`config.mk`:
```
export PLATFORM = sky130hd
export DESIGN_NAME = uart_tx_arbiter
export DESIGN_NICKNAME = d
export VERILOG_FILES = /design/src/rtl/uart_tx_arbiter.sv
export SDC_FILE = /design/constraint.sdc
export NUM_CORES = 1
export LEC_CHECK = 0
export ABC_AREA = 1
export ABC_CLOCK_PERIOD_IN_PS = 3200
export CAP_MARGIN = 10
export CORE_MARGIN = 10
export CORE_UTILIZATION = 40
export CTS_BUF_LIST = sky130_fd_sc_hd__clkbuf_8 sky130_fd_sc_hd__clkbuf_16
export CTS_CLUSTER_SIZE = 14
export DETAILED_ROUTE_END_ITERATION = 8
export PLACE_DENSITY_LB_ADDON = 0.05
export SYNTH_ARGS = -nofsm -noshare
export SYNTH_HDL_FRONTEND = slang
export SYNTH_SLANG_ARGS = --single-unit
```
`constraint.sdc`:
```
create_clock -name clk -period 3.2 [get_ports clk]
set_clock_uncertainty 0.1 [all_clocks]
set_input_delay 0.32 -clock clk [delete_from_list [all_inputs] [get_ports clk]]
set_output_delay 0.32 -clock clk [all_outputs]
set_load 0.01 [all_outputs]
```
`src/rtl/uart_tx_arbiter.sv`:
```
// -----------------------------------------------------------------------------
// uart_tx_arbiter
//
// Shares one UART TX line among NREQ byte producers. Pending requests are
// served round-robin; each granted byte is sent as an 8N1 frame (start bit
// low, 8 data bits LSB first, stop bit high), with the bit period derived
// from the system clock. The line idles high.
//
// Ports:
//   clk      in   system clock, rising edge
//   reset_n  in   asynchronous active-low reset
//   req      in   [NREQ]    level request per requester
//   data     in   [8*NREQ]  byte of requester i on data[8i+7:8i]
//   grant    out  [NREQ]    one-hot, one-cycle pulse: that requester's byte latched
//   owner    out  [OW]      index of the requester owning the current frame
//   busy     out            frame in progress
//   baud     out            one-cycle pulse on the last clock of each bit period
//   tx       out            serial line, idle high
//
// Timing: the grant pulse appears while the line is still idle (busy low);
// the start bit begins the following cycle. Arbitration also happens on the
// last clock of a stop bit, so back-to-back frames are separated by exactly
// one idle-high clock (the cycle carrying the next grant).
// -----------------------------------------------------------------------------
module uart_tx_arbiter #(
  parameter int NREQ          = 4,
  parameter int CLKS_PER_BAUD = 434,
  localparam int OW = (NREQ > 1) ? $clog2(NREQ) : 1,
  localparam int CW = (CLKS_PER_BAUD > 1) ? $clog2(CLKS_PER_BAUD) : 1
) (
  input  logic              clk,
  input  logic              reset_n,
  input  logic [NREQ-1:0]   req,
  input  logic [8*NREQ-1:0] data,
  output logic [NREQ-1:0]   grant,
  output logic [OW-1:0]     owner,
  output logic              busy,
  output logic              baud,
  output logic              tx
);

  typedef enum logic [1:0] {
    IDLE  = 2'd0,
    START = 2'd1,
    DATA  = 2'd2,
    STOP  = 2'd3
  } state_t;

  // Registered state and outputs
  state_t            r_state;
  logic [CW-1:0]     r_cnt;
  logic [2:0]        r_bit;
  logic [7:0]        r_shift;
  logic [OW-1:0]     r_last;
  logic [OW-1:0]     r_owner;
  logic [NREQ-1:0]   r_grant;
  logic              r_busy;
  logic              r_baud;
  logic              r_tx;

  // Next-state values
  state_t            w_state_next;
  logic [CW-1:0]     w_cnt_next;
  logic [2:0]        w_bit_next;
  logic [7:0]        w_shift_next;
  logic [OW-1:0]     w_last_next;
  logic [OW-1:0]     w_owner_next;
  logic [NREQ-1:0]   w_grant_next;
  logic              w_busy_next;
  logic              w_baud_next;
  logic              w_tx_next;

  logic              w_bit_end;
  logic              w_arb;
  logic              w_any_req;
  logic [OW-1:0]     w_sel;
  logic [7:0]        w_sel_byte;
  logic [7:0]        w_bytes [NREQ];

  // Split the flat data bus into per-requester bytes
  generate
    for (genvar gi = 0; gi < NREQ; gi++) begin : g_bytes
      assign w_bytes[gi] = data[8*gi +: 8];
    end
  endgenerate

  assign w_any_req  = |req;
  assign w_sel_byte = w_bytes[w_sel];
  assign w_bit_end  = (r_cnt == CW'(CLKS_PER_BAUD - 1));

  // Round-robin pick: scan offsets NREQ down to 1 from the last grant, so the
  // smallest offset with a pending request is the one that sticks.
  always_comb begin
    w_sel = '0;
    for (int k = NREQ; k >= 1; k--) begin
      if (req[(int'(r_last) + k) % NREQ]) begin
        w_sel = OW'((int'(r_last) + k) % NREQ);
      end
    end
  end

  // Next-state / next-output logic
  always_comb begin
    w_state_next = r_state;
    w_cnt_next   = r_cnt;
    w_bit_next   = r_bit;
    w_shift_next = r_shift;
    w_last_next  = r_last;
    w_owner_next = r_owner;
    w_grant_next = '0;
    w_arb        = 1'b0;

    case (r_state)
      IDLE: begin
        w_cnt_next = '0;
        // A grant issued last cycle means the byte is already latched
        if (r_grant != '0) begin
          w_state_next = START;
        end else begin
          w_arb = 1'b1;
        end
      end
      START: begin
        w_cnt_next = w_bit_end ? '0 : r_cnt + CW'(1);
        if (w_bit_end) begin
          w_state_next = DATA;
          w_bit_next   = 3'd0;
        end
      end
      DATA: begin
        w_cnt_next = w_bit_end ? '0 : r_cnt + CW'(1);
        if (w_bit_end) begin
          w_shift_next = {1'b0, r_shift[7:1]};
          if (r_bit == 3'd7) begin
            w_state_next = STOP;
          end else begin
            w_bit_next = r_bit + 3'd1;
          end
        end
      end
      STOP: begin
        w_cnt_next = w_bit_end ? '0 : r_cnt + CW'(1);
        if (w_bit_end) begin
          w_state_next = IDLE;
          // Arbitrate on the final stop clock so the next grant lands on
          // the first idle cycle.
          w_arb        = 1'b1;
        end
      end
      default: begin
        w_state_next = IDLE;
        w_cnt_next   = '0;
      end
    endcase

    if (w_arb && w_any_req) begin
      w_grant_next = NREQ'(1) << w_sel;
      w_shift_next = w_sel_byte;
      w_owner_next = w_sel;
      w_last_next  = w_sel;
    end

    w_busy_next = (w_state_next != IDLE);
    w_baud_next = w_busy_next && (w_cnt_next == CW'(CLKS_PER_BAUD - 1));
    case (w_state_next)
      START:   w_tx_next = 1'b0;
      DATA:    w_tx_next = w_shift_next[0];
      default: w_tx_next = 1'b1;
    endcase
  end

  always_ff @(posedge clk or negedge reset_n) begin
    if (!reset_n) begin
      r_state <= IDLE;
      r_cnt   <= '0;
      r_bit   <= 3'd0;
      r_shift <= 8'd0;
      r_last  <= OW'(NREQ - 1);
      r_owner <= '0;
      r_grant <= '0;
      r_busy  <= 1'b0;
      r_baud  <= 1'b0;
      r_tx    <= 1'b1;
    end else begin
      r_state <= w_state_next;
      r_cnt   <= w_cnt_next;
      r_bit   <= w_bit_next;
      r_shift <= w_shift_next;
      r_last  <= w_last_next;
      r_owner <= w_owner_next;
      r_grant <= w_grant_next;
      r_busy  <= w_busy_next;
      r_baud  <= w_baud_next;
      r_tx    <= w_tx_next;
    end
  end

  assign grant = r_grant;
  assign owner = r_owner;
  assign busy  = r_busy;
  assign baud  = r_baud;
  assign tx    = r_tx;

endmodule

```
==> results of run 1 <==
## how the worst min path moves through the flow
| stage | startpoint | end | slack (ns) | depth (start not counted) |
|---|---|---|---|---|
| 6_report | reset_n | r_cnt[4] | 0.34 | 2 |
| 5_1_grt | reset_n | r_cnt[2] | 0.36 | 2 |
| 4_1_cts | reset_n | r_cnt[3] | 0.35 | 2 |
| 3_5_place_dp | owner[1] | owner[1] | 0.38 | 2 |
| 3_3_place_gp | owner[0] | owner[0] | 0.37 | 2 |
| 2_1_floorplan | reset_n | baud | -0.08 | 0 |
## stage by stage
step                      setup slack (ns)  total power, mW  hold WS (ns)
final                               0.8942            2.466        0.3398
after global routing                0.5814            2.726        0.3565
after CTS                           0.8793            2.502        0.3478
after detailed placement            0.9097            2.199        0.3763
after global placement              0.9783            2.194        0.3700
after floorplan                      1.370            1.842      -0.07559
## kinds of logic (layout without fill, tap and decap cells)
family | after synthesis | in the layout
simple gates | 169 | 169
buf+inv | 39 | 91
flops | 33 | 33
compound gates | 31 | 31
fa+ha+maj | 9 | 9
xor+xnor | 1 | 1
## layout make-up
class                           count  share of cell area [%]
Inverter                           36                   5.195
Sequential cell                    33                   29.69
Clock inverter                      3                  0.4030
Multi-Input combinational cell    210                   42.36
Timing Repair Buffer               47                   16.75
Tap cell                           70                   3.135
Clock buffer                        5                   2.463
## registers in the layout, summed over array words and instances, names as in the netlist
name     flops
baud         1
owner        2
r_state      2
tx           1
r_shift      8
busy         1
r_cnt        9
r_last       2
grant        4
r_bit        3
## report_power, final
part	total, mW	switching (mW)	internal, mW
clock network	0.288	0.143	0.145
registers	0.666	0.0977	0.568
logic	1.51	0.939	0.573
## worst max-delay path, cell delays in order (launching register included)
cell and delay, ns:
dfrtp_1 0.41, inv_1 0.07, ha_1 0.13, nor3b_2 0.21, nand2_1 0.15, nor2_1 0.56
inv_2 0.20, a211oi_1 0.30, nor2_1 0.07
## placed cells by master, fill, tap and decap left out, drive strengths merged, types with 2 or more instances in the layout
cell type | netlist | final
a21oi | 5 | 5
o21a | 3 | 3
clkbuf | 0 | 5
ha | 9 | 9
nor2 | 28 | 28
clkdlybuf4s50 | 0 | 46
dfstp | 3 | 3
a31oi | 2 | 2
a211oi | 3 | 3
nor3 | 6 | 6
a32o | 2 | 2
nand3 | 27 | 27
o211ai | 3 | 3
nor3b | 2 | 2
nand4 | 3 | 3
nand2 | 102 | 102
dfrtp | 30 | 30
o21ai | 9 | 9
inv | 36 | 39
## layer usage
layer  vias to the layer above  share of wire [%]  track usage [%]
met2                        51                 42            18.03
met1                       818                 47            14.60
met4                         0                1.9            5.316
met5                         -                  0                0
li1                       1005                  -                -
met3                         7                9.1            5.116
==> flow_metrics.env, run 1 <==
export IMPL_p_leak_nw=1.344
export IMPL_crit_start="r_cnt[1]"
export IMPL_root_buffer="clkbuf_8"
export IMPL_relSlewSlack_pct=53.42
export IMPL_antenna_found_initial=0
export IMPL_fill_cells=509
export IMPL_die_y_um=93.97
export IMPL_yosys_top_cells_count="nand2_1 (82), dfrtp_1 (30), inv_1 (29)"
export IMPL_required_ns=3.27
export IMPL_clkTransAtPathRegs_ns=0.07
export IMPL_io_pins=47
export IMPL_register_area_um2=829.5
export IMPL_synth_cell_type_count=39
export IMPL_insertion_delay_ns=0.28
export IMPL_firstDrtPassIters=4
export IMPL_netlist_area_um2=2188
export IMPL_drt_iter0_markers=48
export IMPL_syn_to_final_growth_pct=27.67
export IMPL_reg2reg_slack_ns=0.89
export IMPL_synth_most_common_cell="nand2_1"
export IMPL_drive_gt1_share_pct=15.57
export IMPL_worstRegToRegCells=8
export IMPL_timing_fmax_mhz=433.7
export IMPL_drcViolationCount=0
export IMPL_rr_endpoint="r_shift[3]"
export IMPL_cp_max_fo=11
export IMPL_fin_area_um2=2794
export IMPL_via_count=1881
export IMPL_cts_path_max_buffers=2
export IMPL_ctsResizeCount=0
export IMPL_route_detailed_wl_per_inst_um=12.25
export IMPL_gp_congestion=0.8441
export IMPL_rsz0062_at_grt="false"
export IMPL_seq_area_frac_synth_pct=37.91
export IMPL_async_reset_ff_share_pct=100.0
export IMPL_synthFlopType="dfrtp_1"
export IMPL_ys_seq_elements=33
export IMPL_cp_arrival_ns=2.37
export IMPL_cts_setup_buffers=0
export IMPL_track_usage_pct=12.02
export IMPL_tns_ns=0
export IMPL_yosysWarningCount=0
export IMPL_cts_hold_buffers_added=0
export IMPL_min_period_ns=2.306
export IMPL_crit_type="reg2reg"
export IMPL_worstSetupEndpoint="r_shift[3]"
export IMPL_r2r_start="r_cnt[1]"
export IMPL_postSynthAreaPerCell_um2=7.760
export IMPL_synthCells=282
export IMPL_vias_per_cell=4.656
export IMPL_crit_path_end_kind="flip-flop"
export IMPL_report_final_slew_viol_count=0
export IMPL_cts_sinks=33
export IMPL_hold_class="in2async"
export IMPL_status="finished clean"
export IMPL_synth_compound_area_share_pct=9.663
export IMPL_timing_final_crit_share_pct=72.06
export IMPL_synthTopCellsByArea="dfrtp_1 (34%), nand2_1 (14%), ha_1 (5.1%), nand3_1 (5.0%), inv_1 (5.0%)"
export IMPL_numCtsBuffers=5
export IMPL_synth_top_family_by_area="simple AND/OR/NAND/NOR gates"
export IMPL_cts_tree="built"
export IMPL_synth_xor_area_share_pct=0.4002
export IMPL_syn_num_nets=329
export IMPL_powerDensity_nw_per_um2=882.5
export IMPL_numPortBuffers=46
export IMPL_multi_input_area_um2=1184
export IMPL_maxCapViolCount=0
export IMPL_grt_pass1_wl_um=8652
export IMPL_place_inst=396
export IMPL_peakVddDrop_mv=0.5844
export IMPL_post_dp_hpwl_um=3946
export IMPL_stdcell_count=404
export IMPL_hold_viol=0
export IMPL_h_tree_depth=2
export IMPL_grt_max_degree=34
export IMPL_core_area_um2=5205
export IMPL_start_util_pct=42.04
export IMPL_grt_pass1_vias=1894
export IMPL_finish_utilization_pct=53.68
export IMPL_synth_top_area_share_pct=34.31
export IMPL_gr_total_overflow=0
export IMPL_synth_fa_ha_area_share_pct=5.146
export IMPL_layout_nets=380
export IMPL_ant_nets=0
export IMPL_post_synth_mux_area_share_pct=0
export IMPL_start_kind="flip-flop"
export IMPL_n_antenna_cell=0
export IMPL_routed_wl_um=4951
export IMPL_yosys_area_share_simple_pct=38.88
export IMPL_die_area_um2=8829
export IMPL_rows=26
export IMPL_place_area_um2=2714
export IMPL_setup_violations=0
export IMPL_synth_largest_area_cell="dfrtp_1"
export IMPL_synth_edf_count=0
export IMPL_worst_pin_slew_ns=0.6962
export IMPL_die_w_um=93.97
Power figures use the tool's default switching activity.
==> run 2, diff against run 1 <==
--- a/config.mk
+++ b/config.mk
@@ -6,7 +6,7 @@
 export NUM_CORES = 1
 export LEC_CHECK = 0
 export ABC_AREA = 1
-export ABC_CLOCK_PERIOD_IN_PS = 3200
+export ABC_CLOCK_PERIOD_IN_PS = 2400
 export CAP_MARGIN = 10
 export CORE_MARGIN = 10
 export CORE_UTILIZATION = 40
==> constraint.sdc (replaced) <==
create_clock -name clk -period 2.4 [get_ports clk]
set_clock_uncertainty 0.1 [all_clocks]
set_input_delay 0.24 -clock clk [delete_from_list [all_inputs] [get_ports clk]]
set_output_delay 0.24 -clock clk [all_outputs]
set_load 0.01 [all_outputs]
==> flow_metrics.env, run 2 (same netlist as run 1, synthesis figures left out) <==
export IMPL_status="finished clean"
export IMPL_setup_ws_ns=0.2869
export IMPL_numPortBuffers=46
export IMPL_cts_path_max_buffers=2
export IMPL_required_ns=2.46
export IMPL_top_register="r_cnt"
export IMPL_die_y_um=93.97
export IMPL_report_final_slew_viol_count=0
export IMPL_setup_violations=0
export IMPL_route_detailed_wl_per_inst_um=12.29
export IMPL_via_count=1895
export IMPL_grt_pass1_vias=1945
export IMPL_power_total_mw=3.345
export IMPL_root_buffer="clkbuf_8"
export IMPL_n_antenna_cell=0
export IMPL_min_period_ns=2.113
export IMPL_powerDensity_nw_per_um2=1187
export IMPL_cts_hold_buffers_added=0
export IMPL_ctsResizeCount=0
export IMPL_cts_setup_buffers=0
export IMPL_hold_viol=0
export IMPL_place_inst=398
export IMPL_rr_endpoint="r_shift[5]"
export IMPL_clkTransAtPathRegs_ns=0.07
export IMPL_start_kind="flip-flop"
export IMPL_layout_nets=382
export IMPL_worst_pin_slew_ns=0.4094
export IMPL_cts_tree="built"
export IMPL_die_w_um=93.97
export IMPL_reg2reg_slack_ns=0.29
export IMPL_ant_nets=0
export IMPL_die_area_um2=8829
export IMPL_worstRegToRegCells=8
export IMPL_r2r_start="r_cnt[1]"
export IMPL_gr_total_overflow=0
export IMPL_drive_gt1_share_pct=16.37
export IMPL_maxCapViolCount=0
export IMPL_relSlewSlack_pct=72.70
export IMPL_stdcell_count=406
export IMPL_start_util_pct=42.04
export IMPL_io_pins=47
export IMPL_syn_to_final_growth_pct=28.82
export IMPL_routed_wl_um=4988
export IMPL_final_common_cell="nand2_1"
export IMPL_worstSetupEndpoint="r_shift[5]"
export IMPL_hold_class="in2async"
export IMPL_drcViolationCount=0
export IMPL_track_usage_pct=11.97
export IMPL_timing_final_crit_share_pct=88.04
export IMPL_p_leak_nw=1.356
export IMPL_layout_common_cells="nand2_1 (82), clkdlybuf4s50_1 (46), inv_1 (31), dfrtp_1 (30), nor2_1 (24)"
export IMPL_peakVddDrop_mv=0.9006
export IMPL_cp_arrival_ns=2.17
export IMPL_rsz0062_at_grt="false"
export IMPL_cp_max_fo=9
export IMPL_crit_type="reg2reg"
export IMPL_gp_congestion=0.8253
export IMPL_grt_pass1_wl_um=8535
export IMPL_timing_fmax_mhz=473.2
export IMPL_crit_start="r_cnt[1]"
export IMPL_grt_max_degree=34
export IMPL_firstDrtPassIters=4
export IMPL_crit_path_end_kind="flip-flop"
export IMPL_post_dp_hpwl_um=4070
export IMPL_antenna_found_initial=0
export IMPL_core_area_um2=5205
export IMPL_tns_ns=0
export IMPL_pre_cts_ws_ns=0.2473
export IMPL_vias_per_cell=4.667
export IMPL_h_tree_depth=2
export IMPL_rows=26
export IMPL_numCtsBuffers=5
export IMPL_largest_register_ffs=9
export IMPL_drt_iter0_markers=86
export IMPL_finalHoldWorstSlack_ns=0.2479
export IMPL_insertion_delay_ns=0.29
export IMPL_cts_sinks=33
-- run 2: routing by layer --
layer | share of wire [%] | global-route usage [%] | routed length [um]
met5 | 0 | 0 | 0
met4 | 1.7 | 5.316 | 87
met3 | 9.6 | 5.436 | 479
met2 | 42 | 18.20 | 2096
met1 | 47 | 14.16 | 2326
-- run 2: per-stage QoR --
stage	util [%]	area (um^2)
after global placement	52.43	2729
after CTS	54.16	2819
final	54.16	2819
after detailed placement	52.43	2729
after global routing	54.16	2819
after floorplan	-	2188
-- run 2: where the power goes --
group	total (mW)	internal [mW]	switching, mW	leakage, nW
clock network	0.415	0.225	0.190	0.0538
logic	2.05	0.781	1.26	0.882
registers	0.885	0.757	0.127	0.420
-- run 2: layout make-up --
class	instances	area, um^2
Inverter	36	145.1
Clock inverter	2	7.507
Tap cell	70	87.58
Clock buffer	6	82.58
Sequential cell	33	829.5
Fill cell	512	2386
Timing Repair Buffer	49	483.0
Multi-Input combinational cell	210	1184
-- run 2: worst min path at each step --
stage,start,end,slack (ns)
after global routing,reset_n,r_cnt[0],0.29
after CTS,reset_n,r_cnt[0],0.26
after floorplan,reset_n,baud,-0.16
after detailed placement,owner[0],owner[0],0.37
final,reset_n,r_cnt[0],0.25
after global placement,owner[1],owner[1],0.37
-- run 2: critical path, cell delays in order (launching register included) --
cell	delay [ns]
dfrtp_1	0.41
inv_1	0.06
ha_1	0.13
nor3b_2	0.23
nand2_1	0.16
nor2_1	0.34
inv_2	0.17
a211oi_1	0.31
nor2_1	0.08
==> run 3, diff against run 2 <==
--- a/config.mk
+++ b/config.mk
@@ -10,7 +10,6 @@
 export CAP_MARGIN = 10
 export CORE_MARGIN = 10
 export CORE_UTILIZATION = 40
-export CTS_BUF_LIST = sky130_fd_sc_hd__clkbuf_8 sky130_fd_sc_hd__clkbuf_16
 export CTS_CLUSTER_SIZE = 14
 export DETAILED_ROUTE_END_ITERATION = 8
 export PLACE_DENSITY_LB_ADDON = 0.05
==> flow_metrics.env, run 3 (same netlist as run 1, synthesis figures left out) <==
export IMPL_cts_hold_buffers_added=0
export IMPL_top_register="r_cnt"
export IMPL_h_tree_depth=2
export IMPL_vias_per_cell=4.685
export IMPL_insertion_delay_ns=0.29
export IMPL_crit_path_end_kind="flip-flop"
export IMPL_fill_cells=512
export IMPL_final_common_cell="nand2_1"
export IMPL_gp_congestion=0.8253
export IMPL_drcViolationCount=0
export IMPL_io_pins=47
export IMPL_numPortBuffers=46
export IMPL_core_area_um2=5205
export IMPL_relSlewSlack_pct=72.65
export IMPL_worst_pin_slew_ns=0.4103
export IMPL_ant_nets=0
export IMPL_antenna_found_initial=0
export IMPL_routed_wl_um=4980
export IMPL_die_y_um=93.97
export IMPL_peakVddDrop_mv=0.8980
export IMPL_hold_class="in2async"
export IMPL_powerDensity_nw_per_um2=1190
export IMPL_tns_ns=0
export IMPL_die_w_um=93.97
export IMPL_die_area_um2=8829
export IMPL_root_buffer="clkbuf_8"
export IMPL_cts_sinks=33
export IMPL_p_leak_nw=1.347
export IMPL_cp_max_fo=9
export IMPL_syn_to_final_growth_pct=28.82
export IMPL_via_count=1902
export IMPL_cp_arrival_ns=2.17
export IMPL_numCtsBuffers=5
export IMPL_cts_path_max_buffers=2
export IMPL_cts_setup_buffers=0
export IMPL_drt_iter0_markers=86
export IMPL_drive_gt1_share_pct=16.37
export IMPL_timing_fmax_mhz=474.8
export IMPL_cts_tree="built"
export IMPL_n_antenna_cell=0
export IMPL_status="finished clean"
export IMPL_start_util_pct=42.04
export IMPL_largest_register_ffs=9
export IMPL_post_dp_hpwl_um=4070
export IMPL_rsz0062_at_grt="false"
export IMPL_timing_final_crit_share_pct=87.75
export IMPL_start_kind="flip-flop"
export IMPL_ctsResizeCount=0
export IMPL_report_final_slew_viol_count=0
export IMPL_maxCapViolCount=0
export IMPL_track_usage_pct=11.99
export IMPL_clkTransAtPathRegs_ns=0.07
export IMPL_grt_pass1_wl_um=8542
export IMPL_setup_ws_ns=0.2939
export IMPL_layout_nets=382
export IMPL_min_period_ns=2.106
export IMPL_setup_violations=0
export IMPL_firstDrtPassIters=4
export IMPL_rows=26
export IMPL_grt_max_degree=34
export IMPL_hold_viol=0
export IMPL_gr_total_overflow=0
export IMPL_required_ns=2.46
export IMPL_pre_cts_ws_ns=0.2473
export IMPL_route_detailed_wl_per_inst_um=12.27
export IMPL_crit_type="reg2reg"
export IMPL_layout_common_cells="nand2_1 (82), clkdlybuf4s50_1 (46), dfrtp_1 (30), inv_1 (29), nor2_1 (24)"
export IMPL_grt_pass1_vias=1935
[run 3: cell types whose count changed in the layout (fill, tap and decap cells not counted)]
cell      change
clkbuf_1      +2
inv_1         -2
[run 3: metal layers]
metal	global-route usage, %	wire [um]
met4	4.937	69
met3	5.436	475
met1	14.16	2342
met5	0	0
met2	18.43	2093
[run 3: report_power, final]
| part | leakage [nW] | total, mW | internal, mW | switching (mW) |
|---|---|---|---|---|
| Clock | 0.0455 | 0.422 | 0.234 | 0.188 |
| Combinational | 0.882 | 2.05 | 0.781 | 1.27 |
| Sequential | 0.420 | 0.886 | 0.757 | 0.128 |
[run 3: layout make-up]
cell class | instances | area (um^2) | share of cell area, %
multi-input cells | 210 | 1184 | 41.99
flip-flops and latches | 33 | 829.5 | 29.43
well taps | 70 | 87.58 | 3.107
inverters | 36 | 145.1 | 5.149
clock buffers | 8 | 90.09 | 3.196
repair buffers | 49 | 483.0 | 17.13
[run 3: critical path, cell delays in order, from the launching register on]
cell	delay, ns
dfrtp_1	0.40
inv_1	0.06
ha_1	0.13
nor3b_2	0.23
nand2_1	0.16
nor2_1	0.34
inv_2	0.17
a211oi_1	0.31
nor2_1	0.08
[run 3: final timing paths]
check                      startpoint    endpoint  slack [ns]  depth (start not counted)
hold / removal                reset_n    r_cnt[0]        0.25                          2
setup / recovery             r_cnt[1]  r_shift[5]        0.29                          8
min in group clk             owner[0]    owner[0]        0.38                          2
setup reg to reg             r_cnt[1]  r_shift[5]        0.29                          8
max in group asynchronous     reset_n          tx        1.61                          2
hold reg to reg              owner[0]    owner[0]        0.38                          2
[run 3: stage by stage]
stage                     instance area, um^2  utilization [%]  hold slack, ns  std cells  total power [mW]
after floorplan                          2188                -         -0.1556        282             2.456
after global placement                   2729            52.43          0.3662        398             2.949
after detailed placement                 2729            52.43          0.3701        398             2.962
after CTS                                2819            54.16          0.2598        406             3.400
after global routing                     2819            54.16          0.2911        406             3.674
final                                    2819            54.16          0.2521        406             3.354
